[config.mk]
export PLATFORM = sky130hd
export DESIGN_NAME = hazard_controller
export DESIGN_NICKNAME = d
export VERILOG_FILES = /design/src/rtl/hazard_controller_pkg.sv /design/src/rtl/hazard_controller_inflight_tracker.sv /design/src/rtl/hazard_controller.sv
export SDC_FILE = /design/constraint.sdc
export NUM_CORES = 1
export LEC_CHECK = 0
export CORE_ASPECT_RATIO = 2
export CORE_MARGIN = 1.5
export CORE_UTILIZATION = 52
export DETAILED_ROUTE_END_ITERATION = 7
export PLACE_DENSITY = 0.82
export SLEW_MARGIN = 20
export SYNTH_ARGS = -nofsm -noshare
export SYNTH_HDL_FRONTEND = slang
export SYNTH_SLANG_ARGS = --single-unit
[constraint.sdc]
create_clock -name clk -period 5.39 [get_ports clk]
set_input_delay 1.078 -clock clk [delete_from_list [all_inputs] [get_ports clk]]
set_output_delay 1.078 -clock clk [all_outputs]
set_load 0.02 [all_outputs]
[src/rtl/hazard_controller_pkg.sv]
// Shared types for the hazard controller: in-flight slot payload, forward-select encodings.
package hazard_controller_pkg;

  // Default architectural register index width (32 registers).
  localparam int unsigned REG_IDX_W_DEF = 5;

  // Storage width of a slot's destination field; REG_IDX_W must not exceed it.
  localparam int unsigned SLOT_IDX_W = 8;

  localparam int unsigned FWD_W = 2;

  typedef logic [FWD_W-1:0] fwd_sel_t;

  localparam fwd_sel_t FWD_REGFILE = 2'b00;
  localparam fwd_sel_t FWD_EXMEM   = 2'b01;
  localparam fwd_sel_t FWD_MEMWB   = 2'b10;

  // One in-flight instruction as seen by hazard detection.
  typedef struct packed {
    logic                  valid;
    logic [SLOT_IDX_W-1:0] dest;
    logic                  wr_en;
    logic                  is_load;
  } slot_t;

  localparam slot_t SLOT_BUBBLE = '0;

  // A slot produces the value a Decode operand needs; index 0 optionally never matches.
  function automatic logic slot_matches(input slot_t                 s,
                                        input logic [SLOT_IDX_W-1:0] src,
                                        input logic                  use_src,
                                        input logic                  zero_reg);
    return s.valid && s.wr_en && use_src && (s.dest == src) &&
           !(zero_reg && (src == '0));
  endfunction

endpackage

[src/rtl/hazard_controller_inflight_tracker.sv]
// Three-slot EX/MEM/WB shadow of the pipeline with bubble insert and operand match flags.
module inflight_tracker
  import hazard_controller_pkg::*;
#(
  parameter int unsigned REG_IDX_W = REG_IDX_W_DEF,
  parameter bit          ZERO_REG  = 1'b1
) (
  input  logic                 clk,
  input  logic                 reset,
  input  logic                 issue_i,
  input  logic [REG_IDX_W-1:0] id_dest_i,
  input  logic                 id_wr_en_i,
  input  logic                 id_is_load_i,
  input  logic [REG_IDX_W-1:0] id_src1_i,
  input  logic [REG_IDX_W-1:0] id_src2_i,
  input  logic                 id_use1_i,
  input  logic                 id_use2_i,
  output logic                 ex_is_load_c_o,
  output logic                 ex_match1_c_o,
  output logic                 ex_match2_c_o,
  output logic                 mem_match1_c_o,
  output logic                 mem_match2_c_o
);

  slot_t ex_q, mem_q, wb_q;
  slot_t ex_d;

  logic [SLOT_IDX_W-1:0] src1_ext;
  logic [SLOT_IDX_W-1:0] src2_ext;

  assign src1_ext = SLOT_IDX_W'(id_src1_i);
  assign src2_ext = SLOT_IDX_W'(id_src2_i);

  // Next EX slot: the Decode instruction when it issues, otherwise a bubble.
  always_comb begin
    ex_d = SLOT_BUBBLE;
    if (issue_i) begin
      ex_d.valid   = 1'b1;
      ex_d.dest    = SLOT_IDX_W'(id_dest_i);
      ex_d.wr_en   = id_wr_en_i;
      ex_d.is_load = id_is_load_i;
    end
  end

  // Slot shift register; everything advances every cycle.
  always_ff @(posedge clk or posedge reset) begin
    if (reset) begin
      ex_q  <= SLOT_BUBBLE;
      mem_q <= SLOT_BUBBLE;
      wb_q  <= SLOT_BUBBLE;
    end else begin
      ex_q  <= ex_d;
      mem_q <= ex_q;
      wb_q  <= mem_q;
    end
  end

  // Operand match flags against the producers in EX and MEM.
  always_comb begin
    ex_is_load_c_o = ex_q.valid & ex_q.is_load;
    ex_match1_c_o  = slot_matches(ex_q,  src1_ext, id_use1_i, ZERO_REG);
    ex_match2_c_o  = slot_matches(ex_q,  src2_ext, id_use2_i, ZERO_REG);
    mem_match1_c_o = slot_matches(mem_q, src1_ext, id_use1_i, ZERO_REG);
    mem_match2_c_o = slot_matches(mem_q, src2_ext, id_use2_i, ZERO_REG);
  end

  // WB is tracked but never forwarded: the register file writes through in that stage.
  logic wb_unused;
  assign wb_unused = ^wb_q;

endmodule

[src/rtl/hazard_controller.sv]
// Load-use stall, EX operand forwarding and taken-branch flush control for the 16-bit core.
module hazard_controller
  import hazard_controller_pkg::*;
#(
  parameter int unsigned REG_IDX_W = REG_IDX_W_DEF,
  parameter int unsigned CNT_W     = 16,
  parameter bit          ZERO_REG  = 1'b1
) (
  input  logic                 clk,
  input  logic                 reset,
  input  logic                 id_valid,
  input  logic [REG_IDX_W-1:0] id_src1,
  input  logic [REG_IDX_W-1:0] id_src2,
  input  logic                 id_use1,
  input  logic                 id_use2,
  input  logic [REG_IDX_W-1:0] id_dest,
  input  logic                 id_wr_en,
  input  logic                 id_is_load,
  input  logic                 ex_branch_taken,
  output logic                 pc_write_en,
  output logic                 if_id_write_en,
  output logic                 if_id_flush,
  output logic                 id_ex_bubble,
  output logic [FWD_W-1:0]     fwd1_sel,
  output logic [FWD_W-1:0]     fwd2_sel,
  output logic [CNT_W-1:0]     stall_count,
  output logic [CNT_W-1:0]     flush_count
);

  logic ex_is_load, ex_m1, ex_m2, mem_m1, mem_m2;
  logic stall, issue;

  fwd_sel_t         fwd1_q, fwd1_d, fwd2_q, fwd2_d;
  logic [CNT_W-1:0] stall_cnt_q, stall_cnt_d;
  logic [CNT_W-1:0] flush_cnt_q, flush_cnt_d;

  inflight_tracker #(
    .REG_IDX_W (REG_IDX_W),
    .ZERO_REG  (ZERO_REG)
  ) u_tracker (
    .clk            (clk),
    .reset          (reset),
    .issue_i        (issue),
    .id_dest_i      (id_dest),
    .id_wr_en_i     (id_wr_en),
    .id_is_load_i   (id_is_load),
    .id_src1_i      (id_src1),
    .id_src2_i      (id_src2),
    .id_use1_i      (id_use1),
    .id_use2_i      (id_use2),
    .ex_is_load_c_o (ex_is_load),
    .ex_match1_c_o  (ex_m1),
    .ex_match2_c_o  (ex_m2),
    .mem_match1_c_o (mem_m1),
    .mem_match2_c_o (mem_m2)
  );

  // A taken branch squashes Decode, so it can never be the consumer of a load-use stall.
  always_comb begin
    stall = id_valid & ~ex_branch_taken & ex_is_load & (ex_m1 | ex_m2);
    issue = id_valid & ~stall & ~ex_branch_taken;
  end

  // Pipeline-register controls are combinational so they act in the same cycle.
  always_comb begin
    pc_write_en    = ~stall;
    if_id_write_en = ~stall;
    if_id_flush    = ex_branch_taken;
    id_ex_bubble   = stall | ex_branch_taken;
  end

  // Forward selects for the instruction entering EX; the newest producer wins.
  always_comb begin
    fwd1_d = FWD_REGFILE;
    fwd2_d = FWD_REGFILE;
    if (issue) begin
      if (ex_m1 && !ex_is_load) fwd1_d = FWD_EXMEM;
      else if (mem_m1)          fwd1_d = FWD_MEMWB;
      if (ex_m2 && !ex_is_load) fwd2_d = FWD_EXMEM;
      else if (mem_m2)          fwd2_d = FWD_MEMWB;
    end
  end

  // Saturating statistics counters.
  always_comb begin
    stall_cnt_d = stall_cnt_q;
    flush_cnt_d = flush_cnt_q;
    if (stall && (stall_cnt_q != '1)) stall_cnt_d = stall_cnt_q + CNT_W'(1);
    if (ex_branch_taken && (flush_cnt_q != '1)) flush_cnt_d = flush_cnt_q + CNT_W'(1);
  end

  // Registered forward selects and counters.
  always_ff @(posedge clk or posedge reset) begin
    if (reset) begin
      fwd1_q      <= FWD_REGFILE;
      fwd2_q      <= FWD_REGFILE;
      stall_cnt_q <= '0;
      flush_cnt_q <= '0;
    end else begin
      fwd1_q      <= fwd1_d;
      fwd2_q      <= fwd2_d;
      stall_cnt_q <= stall_cnt_d;
      flush_cnt_q <= flush_cnt_d;
    end
  end

  assign fwd1_sel    = fwd1_q;
  assign fwd2_sel    = fwd2_q;
  assign stall_count = stall_cnt_q;
  assign flush_count = flush_cnt_q;

endmodule

==> reports/qor.yml, run 1 <==
run_status:
  outcome: "completed"
setup_path:
  crit_fanout: 5
  startpoint_type: "input pin"
  path_cells: "clkdlybuf4s50_1, or4_1, o21ai_1, nor4_2, nor2_2, nor2_1, nand2_1, clkdlybuf4s50_1"
  crit_top_cell: "clkdlybuf4s50_1"
  reg2reg_to: "stall_count[9]$_DFFE_PP0P_"
  endpoint_kind: "output pin"
  cpPeakStageDelay_ps: 630
  crit_type: "in2out"
  reg2reg_depth: 6
  critPathSlowestCell: "clkdlybuf4s50_1"
  r2r_slack_ps: 3150
  crit_arrival_ps: 3430
  r2r_start: "u_tracker.ex_q[2]$_DFF_PP0_"
  crit_required_ps: 4310
routing:
  wirelength_microns: 4980
  wl_met1_microns: 1900
  antenna_left: 0
  drc: 0
  drt_iter0_markers: 13
  highest_layer: "met4"
  vias: 1788
  wl_met3_microns: 122
  wl_met2_microns: 2820
  post_drt_wl_per_cell_microns: 14.6
  first_pass_iters: 3
  vias_per_cell: 5.23
synthesis:
  ys_seq_elements: 51
  seq_area_frac_synth: 0.527
  syn_area_sq_um: 2420
  synth_top_area_share: 0.527
  synthFlopType: "dfrtp_1"
  synth_area_per_cell_sq_um: 11.0
  syn_nets: 245
  synth_cell_types: 34
  async_reset_ff_frac: 1.00
  synth-edff-count: 0
  yosysTopAreaCell: "dfrtp_1"
  ys_top_cells_by_area: "dfrtp_1 (53%), xnor2_1 (9.0%), xor2_1 (7.6%)"
  synthCells: 220
  ys_warn_count: 0
sta:
  setup_slack_ps: 879
  fin_skew_ps: 4.74
  report.final.hold_viol_count: 0
  rsz0062_at_grt: "no"
  setup_viol: 0
  tns_ps: 0
  fin_crit_ps: 4510
  fmax_ghz: 0.222
  slew_violations: 0
  relSlewSlack: 0.432
  finalCritPeriodShare: 0.837
  worst_pin_slew_ps: 851
cells_and_area:
  drive_gt1_frac: 0.0941
  final_util: 0.699
  fin_nets: 311
  multiInputGateArea_sq_um: 1090
  instances_no_fill: 342
  nFillCells: 372
  area_delta_synth_final_pct: 31.6
  antenna_cells: 0
  final-seq-area_sq_um: 1280
hold_path:
  whs_path_depth: 0
  whs_endpoint: "u_tracker.mem_q[1]$_DFF_PP0_"
  hp-class: "reg2reg"
  hold_start: "u_tracker.ex_q[1]$_DFF_PP0_"
clocking:
  ctsResizeCount: 0
  clk_path_buf_depth: 2
  clkTransAtPathRegs_ps: 90
  clock_sink_count: 51
  root_buffer: "clkbuf_8"
  insertion_delay_ps: 290
  cts_tree: "yes"
  postCtsSetupBuffers: 0
  htree_num_levels: 2
  hold_buffers: 0
  cts_made_buffers: 5
power_and_ir_drop:
  power_uw: 871
  ir_drop_mv: 0.319
  leakage_uw: 0.00137
  power_density_nw_per_um2: 273
global_routing:
  antenna_found_initial: 0
  grt_pass1_wl_microns: 8300
  gr-usage-all-layers: 0.217
  grt_pass1_vias: 1833
  grt-ovfl-total: 0
  grt_max_degree: 52
floorplanning:
  rows: 35
  dieArea_sq_um: 5100
  die_height_microns: 99.5
  die_x_microns: 51.3
  io_pins: 63
  core_region_area_sq_um: 4550
  initial_core_util: 0.532
place:
  gp_congestion: 0.800
  numPortBuffers: 62
  dp.cells: 334
  dp_hpwl_microns: 3810
  dp_worst_setup_slack_ps: 880
flow_run:
  maxCapViolCount: 0
## cell families after synthesis
kind of cell,Yosys count,share of synthesized area
AO/OA/AOI/OAI,8,0.0253
XOR/XNOR,46,0.166
adder cells (fa/ha/maj),2,0.0103
buffers and inverters,10,0.0217
flip-flops,51,0.527
multiplexers,5,0.0233
AND/OR/NAND/NOR,98,0.226
## area by class of cell
type / count / share of cell area
Inverter: 7 / 0.00864
Sequential cell: 51 / 0.401
Tap cell: 55 / 0.0216
Clock buffer: 8 / 0.0314
Timing Repair Buffer: 62 / 0.195
Multi-Input combinational cell: 159 / 0.343
## metrics by stage
stage | area (sq um) | hold WS, ps
floorplan | 2420 | 354
global placement | 3080 | 358
detailed placement | 3080 | 359
CTS | 3180 | 383
global route | 3190 | 391
finish | 3190 | 383
## report_power, final
part           switching [uW]  total, uW  internal, uW
registers                36.9        449           412
logic                    89.6        184          94.1
clock network             121        238           117
total                     247        871           623
## worst max-delay path by stage
stage,start,endpoint
6_report,id_src2[1],pc_write_en
3_3_place_gp,id_src2[1],pc_write_en
3_5_place_dp,id_src2[1],pc_write_en
5_1_grt,id_src1[4],id_ex_bubble
2_1_floorplan,id_src1[0],pc_write_en
4_1_cts,id_src2[1],pc_write_en
## flip-flops by register name, summed over array words and instances, names as in the netlist
| register | count |
|---|---|
| stall_count | 16 |
| fwd1_sel | 2 |
| flush_count | 16 |
| u_tracker.ex_q | 8 |
| fwd2_sel | 2 |
| u_tracker.mem_q | 7 |
## cell usage in the layout (no fill, tap or decap), types with 2 or more instances in the layout
master / instances
nor2_2: 2
nor3_2: 5
o21ai_2: 2
nor2_1: 9
nand2_1: 18
and3_1: 4
nor4_2: 2
mux2_2: 5
nor4_1: 4
and2_1: 7
nand3_1: 18
or4_1: 2
ha_1: 2
xnor2_1: 25
xor2_1: 21
clkdlybuf4s50_1: 62
dfrtp_1: 51
nor3_1: 11
inv_1: 5
nand2b_1: 2
nand4_1: 9
clkbuf_8: 7
## worst max-delay path: cells and delay by family
kind | cells | cell delay (ps)
buf+inv | 2 | 1120
simple gates | 5 | 1030
compound gates | 1 | 200
## cell usage after synthesis, types with 5 or more instances
master and instances:
xor2_1 21, nor2_1 9, nor3_1 11, inv_1 6, nand4_1 9, dfrtp_1 51, mux2_2 5, nor3_2 5
nand3_1 18, and2_1 7, xnor2_1 25, nand2_1 18
## metal layers
metal  up-vias  track usage
met5         -            0
met4         0        0.105
met3        11       0.0225
met2        39        0.404
met1       855        0.235
li1        883            -
Power figures use the tool's default switching activity.
==> run 2: changes to the inputs <==
Settings changed: CORE_UTILIZATION 52 to 48, PLACE_DENSITY 0.82 to 0.76.
Clock period 5.39 ns to 4.7 ns, I/O delays scaled along.
==> run 2 against run 1 <==
Compared with the run above:
- critical path depth is the same
- count of clock-buffer cells in the layout shrank 2
- design area grew 0.63%
- critical endpoint is now id_ex_bubble
- largest power group unchanged
==> reports/qor.yml, run 2 (synthesized netlist as in run 1, its figures left out) <==
clocking:
  clkTransAtPathRegs_ps: 90  # about the same
  root_buffer: "clkbuf_8"
  cts_made_buffers: 5  # unchanged
  hold_buffers: 0  # unchanged
  insertion_delay_ps: 310  # +20 ps
  ctsResizeCount: 0  # unchanged
  htree_num_levels: 2  # unchanged
  clock_sink_count: 51  # unchanged
  clk_path_buf_depth: 2  # unchanged
  cts_tree: "yes"
  postCtsSetupBuffers: 0  # unchanged
global_routing:
  antenna_found_initial: 0  # unchanged
  grt_pass1_vias: 1827  # -0.33%
  grt-ovfl-total: 0  # unchanged
  gr-usage-all-layers: 0.205  # -0.0127
  grt_max_degree: 52  # unchanged
  grt_pass1_wl_microns: 8200  # -1.2%
routing:
  vias_per_cell: 5.25  # +0.48%
  post_drt_wl_per_cell_microns: 14.7  # +0.88%
  vias: 1807  # +1.1%
  first_pass_iters: 4  # +1
  antenna_left: 0  # unchanged
  drc: 0  # unchanged
  drt_iter0_markers: 9  # -4
  wirelength_microns: 5050  # +1.5%
cells_and_area:
  fin_nets: 311  # unchanged
  layout_commonest_cell: "clkdlybuf4s50_1"
  drive_gt1_frac: 0.0976  # +0.00348
  antenna_cells: 0  # unchanged
  final_util: 0.659  # -0.0405
  area_delta_synth_final_pct: 32.4
  instances_no_fill: 344  # +0.58%
  nFillCells: 403  # +8.3%
  layout_common_cells: "clkdlybuf4s50_1 (62), dfrtp_1 (51), xnor2_1 (25), xor2_1 (21)"
sta:
  tns_ps: 0  # unchanged
  slew_violations: 0  # unchanged
  fin_crit_ps: 4250
  report.final.hold_viol_count: 0  # unchanged
  setup_slack_ps: 452  # -427 ps
  setup_viol: 0  # unchanged
  rsz0062_at_grt: "no"
  fmax_ghz: 0.235
  relSlewSlack: 0.414  # -0.0179
  worst_pin_slew_ps: 878  # +27.8 ps
  fin_skew_ps: 10.9  # +6.17 ps
  finalCritPeriodShare: 0.904
setup_path:
  crit_required_ps: 3760  # -550 ps
  critPathSlowestCell: "clkdlybuf4s50_1"
  startpoint_type: "input pin"
  r2r_slack_ps: 2470  # -680 ps
  cpPeakStageDelay_ps: 530  # -100 ps
  r2r_start: "u_tracker.ex_q[4]$_DFF_PP0_"
  crit_fanout: 5  # unchanged
  reg2reg_depth: 6  # unchanged
  endpoint_kind: "output pin"
  path_cells: "clkdlybuf4s50_1, or4_1, o21ai_1, nor4_2, nor2_2, nor2_1, a21o_1, clkdlybuf4s50_1"
  crit_type: "in2out"
  crit_arrival_ps: 3310  # -120 ps
  crit_top_cell: "clkdlybuf4s50_1"
  reg2reg_to: "stall_count[11]$_DFFE_PP0P_"
floorplanning:
  dieArea_sq_um: 5510  # +8.0%
  die_x_microns: 53.2  # +3.8%
  io_pins: 63  # unchanged
  die_height_microns: 103  # +4.0%
  core_region_area_sq_um: 4860  # +6.8%
  rows: 36  # +2.9%
  initial_core_util: 0.498  # -0.0339
hold_path:
  whs_path_depth: 0  # unchanged
  hp-class: "reg2reg"
  whs_endpoint: "u_tracker.mem_q[1]$_DFF_PP0_"
  hold_start: "u_tracker.ex_q[1]$_DFF_PP0_"
power_and_ir_drop:
  leakage_uw: 0.00138  # +0.70%
  power_density_nw_per_um2: 325  # +19%
  ir_drop_mv: 0.375  # +17%
place:
  dp.cells: 336  # +0.60%
  numPortBuffers: 62  # unchanged
  gp_congestion: 0.746  # -6.7%
  dp_hpwl_microns: 3820  # +0.13%
  dp_worst_setup_slack_ps: 445  # -435 ps
run_status:
  outcome: "completed"
flow_run:
  maxCapViolCount: 0  # unchanged
==> run 2: power by group <==
part / switching [uW] / leakage, uW / internal, uW / total (uW)
sequential: 42.8 / 0.000681 / 472 / 515
clock: 144 / 0.0000612 / 172 / 317
combinational: 102 / 0.000641 / 108 / 209
==> run 2: worst max path at each step <==
| stage | from | cells past startpoint | to | slack, ps |
|---|---|---|---|---|
| after floorplan | id_src1[0] | 7 | pc_write_en | 1430 |
| after global placement | id_src2[1] | 8 | id_ex_bubble | 490 |
| after detailed placement | id_src2[1] | 8 | id_ex_bubble | 440 |
| after CTS | id_src2[1] | 8 | id_ex_bubble | 440 |
| after global routing | id_src2[0] | 8 | pc_write_en | 340 |
| final | id_src2[1] | 8 | id_ex_bubble | 450 |
==> run 2: worst max-delay path: cells and delay by family <==
kind	cells	cell delay (ps)
AOI/OAI and AO/OA	2	400
and+or+nand+nor	4	950
buffers and inverters	2	1010
==> run 2: layout make-up <==
| cell class | instances | area (sq um) | share of cell area |
|---|---|---|---|
| Tap cell | 57 | 71.3 | 0.0222 |
| Inverter | 7 | 27.5 | 0.00859 |
| Sequential cell | 51 | 1280 | 0.398 |
| Clock inverter | 2 | 35.0 | 0.0109 |
| Multi-Input combinational cell | 159 | 1090 | 0.341 |
| Timing Repair Buffer | 62 | 621 | 0.194 |
| Clock buffer | 6 | 82.6 | 0.0258 |
==> run 2: per-stage QoR <==
step | hold WS (ps) | total power, uW | cell area (sq um)
2_1_floorplan | 354 | 628 | 2420
3_3_place_gp | 362 | 732 | 3090
3_5_place_dp | 359 | 734 | 3090
4_1_cts | 381 | 1060 | 3200
5_1_grt | 386 | 1090 | 3210
6_report | 379 | 1040 | 3210
==> run 2: layer usage <==
layer  vias to the layer above  share of wire  GRT usage  wire (microns)
met2                        38           0.58      0.384            2910
met3                        10          0.032     0.0330             163
met1                       871           0.37      0.210            1870
li1                        888              -          -               -
met5                         -              0          0               0
met4                         0          0.022     0.0947             113
==> run 3: changes to the inputs <==
Settings changed: CELL_PAD_IN_SITES_DETAIL_PLACEMENT set to 0, CELL_PAD_IN_SITES_GLOBAL_PLACEMENT set to 1, CORE_UTILIZATION 48 to 37.
==> run 3 against run 2 <==
Compared with the run above:
- count of clock-buffer cells in the layout is 1 lower
- via count is 0.83% higher
- sequential power hardly changed
- critical path type unchanged
- final cell count is 8.4% higher
- power is 14% higher
==> reports/qor.yml, run 3 (synthesized netlist as in run 1, its figures left out) <==
run_status:
  outcome: "completed"
sta:
  rsz0062_at_grt: "no"
  setup_viol: 0  # unchanged
  fmax_ghz: 0.234  # -0.49%
  tns_ps: 0  # unchanged
  fin_crit_ps: 4270  # +20.8 ps
  fin_skew_ps: 6.31  # -4.59 ps
  finalCritPeriodShare: 0.908  # +0.00443
  worst_pin_slew_ps: 851  # -27.0 ps
  setup_slack_ps: 431  # -20.8 ps
  report.final.hold_viol_count: 0  # unchanged
  hold_slack_ps: 375  # -4.38 ps
  relSlewSlack: 0.432  # +0.0180
  slew_violations: 0  # unchanged
hold_path:
  hold_start: "u_tracker.ex_q[1]$_DFF_PP0_"
  hp-class: "reg2reg"
  whs_endpoint: "u_tracker.mem_q[1]$_DFF_PP0_"
  whs_path_depth: 0  # unchanged
clocking:
  insertion_delay_ps: 290  # -20 ps
  clk_path_buf_depth: 2  # unchanged
  postCtsSetupBuffers: 0  # unchanged
  cts_tree: "yes"
  clkTransAtPathRegs_ps: 70  # -20 ps
  clock_sink_count: 51  # unchanged
  root_buffer: "clkbuf_16"
  ctsResizeCount: 0  # unchanged
  cts_made_buffers: 5  # unchanged
  hold_buffers: 0  # unchanged
  htree_num_levels: 2  # unchanged
setup_path:
  r2r_slack_ps: 2460  # about the same
  critPathSlowestCell: "clkdlybuf4s50_1"
  crit_top_cell: "clkdlybuf4s50_1"
  crit_type: "in2out"
  crit_arrival_ps: 3330  # +20 ps
  critPathBufInv: 2  # unchanged
  cp_top_family: "buffers and inverters"
  path_cells: "clkdlybuf4s50_1, or4_1, o21ai_2, nor4_2, nor2_2, nor2_1, nand2_1, clkdlybuf4s50_1"
  crit_required_ps: 3760  # about the same
  crit_fanout: 5  # unchanged
  endpoint_kind: "output pin"
  reg2reg_to: "stall_count[11]$_DFFE_PP0P_"
  reg2reg_depth: 6  # unchanged
  r2r_start: "u_tracker.ex_q[4]$_DFF_PP0_"
  cpPeakStageDelay_ps: 620  # +90 ps
  startpoint_type: "input pin"
routing:
  vias: 1822  # +0.83%
  wirelength_microns: 5340  # +5.7%
  post_drt_wl_per_cell_microns: 14.3  # -2.5%
  first_pass_iters: 6  # +2
  drc: 0  # unchanged
  vias_per_cell: 4.88  # -7.0%
  drt_iter0_markers: 45  # +36
  antenna_left: 0  # unchanged
power_and_ir_drop:
  p_int_uw: 886  # +18%
  ir_drop_mv: 0.201  # -46%
  power_uw: 1190  # +14%
  p_sw_frac: 0.254  # -0.0233
  comb_power_share: 0.180  # -0.021
  p_clk_frac: 0.387  # +0.083
  switching_power_uw: 302  # +4.5%
  leakage_uw: 0.00141  # +2.1%
  power_density_nw_per_um2: 358  # +10%
  p_seq_frac: 0.434  # -0.061
place:
  numPortBuffers: 62  # unchanged
  dp_worst_setup_slack_ps: 445  # +0.426 ps
  dp_hpwl_microns: 4070  # +6.7%
  gp_congestion: 0.795  # +6.6%
  dpl-instance-area_sq_um: 3120  # +1.2%
cells_and_area:
  layout_commonest_cell: "clkdlybuf4s50_1"
  fin_nets: 311  # unchanged
  final_cell_area_sq_um: 3320  # +3.5%
  antenna_cells: 0  # unchanged
  final-seq-area_sq_um: 1280  # unchanged
  area_delta_synth_final_pct: 37.0
  multiInputGateArea_sq_um: 1090  # unchanged
  layout_common_cells: "clkdlybuf4s50_1 (62), dfrtp_1 (51), xnor2_1 (25), xor2_1 (21)"
  nFillCells: 598  # +48%
  drive_gt1_frac: 0.0976  # unchanged
floorplanning:
  core_region_area_sq_um: 6310  # +30%
  dieArea_sq_um: 7070  # +28%
  initial_core_util: 0.384  # -0.114
  rows: 41  # +14%
  die_x_microns: 60.2  # +13%
  die_height_microns: 117  # +13%
  io_pins: 63  # unchanged
global_routing:
  grt_pass1_wl_microns: 9160  # +12%
  grt_pass1_vias: 1933  # +5.8%
  gr-usage-all-layers: 0.170  # -0.0349
  grt_max_degree: 52  # unchanged
  grt-ovfl-total: 0  # unchanged
  antenna_found_initial: 0  # unchanged
flow_run:
  maxCapViolCount: 0  # unchanged
## run 3: metrics by stage
stage / utilization / cells
final: 0.526 / 373
after global routing: 0.526 / 373
after CTS: 0.525 / 373
after detailed placement: 0.495 / 365
after global placement: 0.495 / 365
after floorplan: - / 220
## run 3: area by class of cell
type	instances	area share
Inverter	7	0.00830
Clock buffer	5	0.0377
Tap cell	86	0.0324
Timing Repair Buffer	62	0.187
Sequential cell	51	0.385
Multi-Input combinational cell	159	0.329
Clock inverter	3	0.0204
## run 3: routing by layer
| metal | wire length [microns] | vias to the layer above | track usage | share of wire |
|---|---|---|---|---|
| li1 | - | 884 | - | - |
| met2 | 3130 | 33 | 0.306 | 0.59 |
| met5 | 0 | - | 0 | 0 |
| met3 | 141 | 6 | 0.0309 | 0.026 |
| met4 | 71 | 0 | 0.0500 | 0.013 |
| met1 | 2000 | 899 | 0.192 | 0.37 |
## run 3: power groups by stage
stage,registers [uW],logic [uW],clock network (uW)
floorplan,550,77.7,0
finish,515,213,459
global route,521,228,489
detailed placement,522,216,0
global placement,523,213,0
CTS,515,216,473
## run 3: worst max-delay path by stage
stage	cells past startpoint	endpoint	slack, ps	from
floorplan	7	pc_write_en	1430	id_src1[0]
global placement	8	id_ex_bubble	450	id_src2[0]
detailed placement	8	id_ex_bubble	450	id_src1[4]
CTS	8	if_id_write_en	430	id_src2[0]
global route	8	if_id_write_en	300	id_src2[1]
finish	8	if_id_write_en	430	id_src1[0]
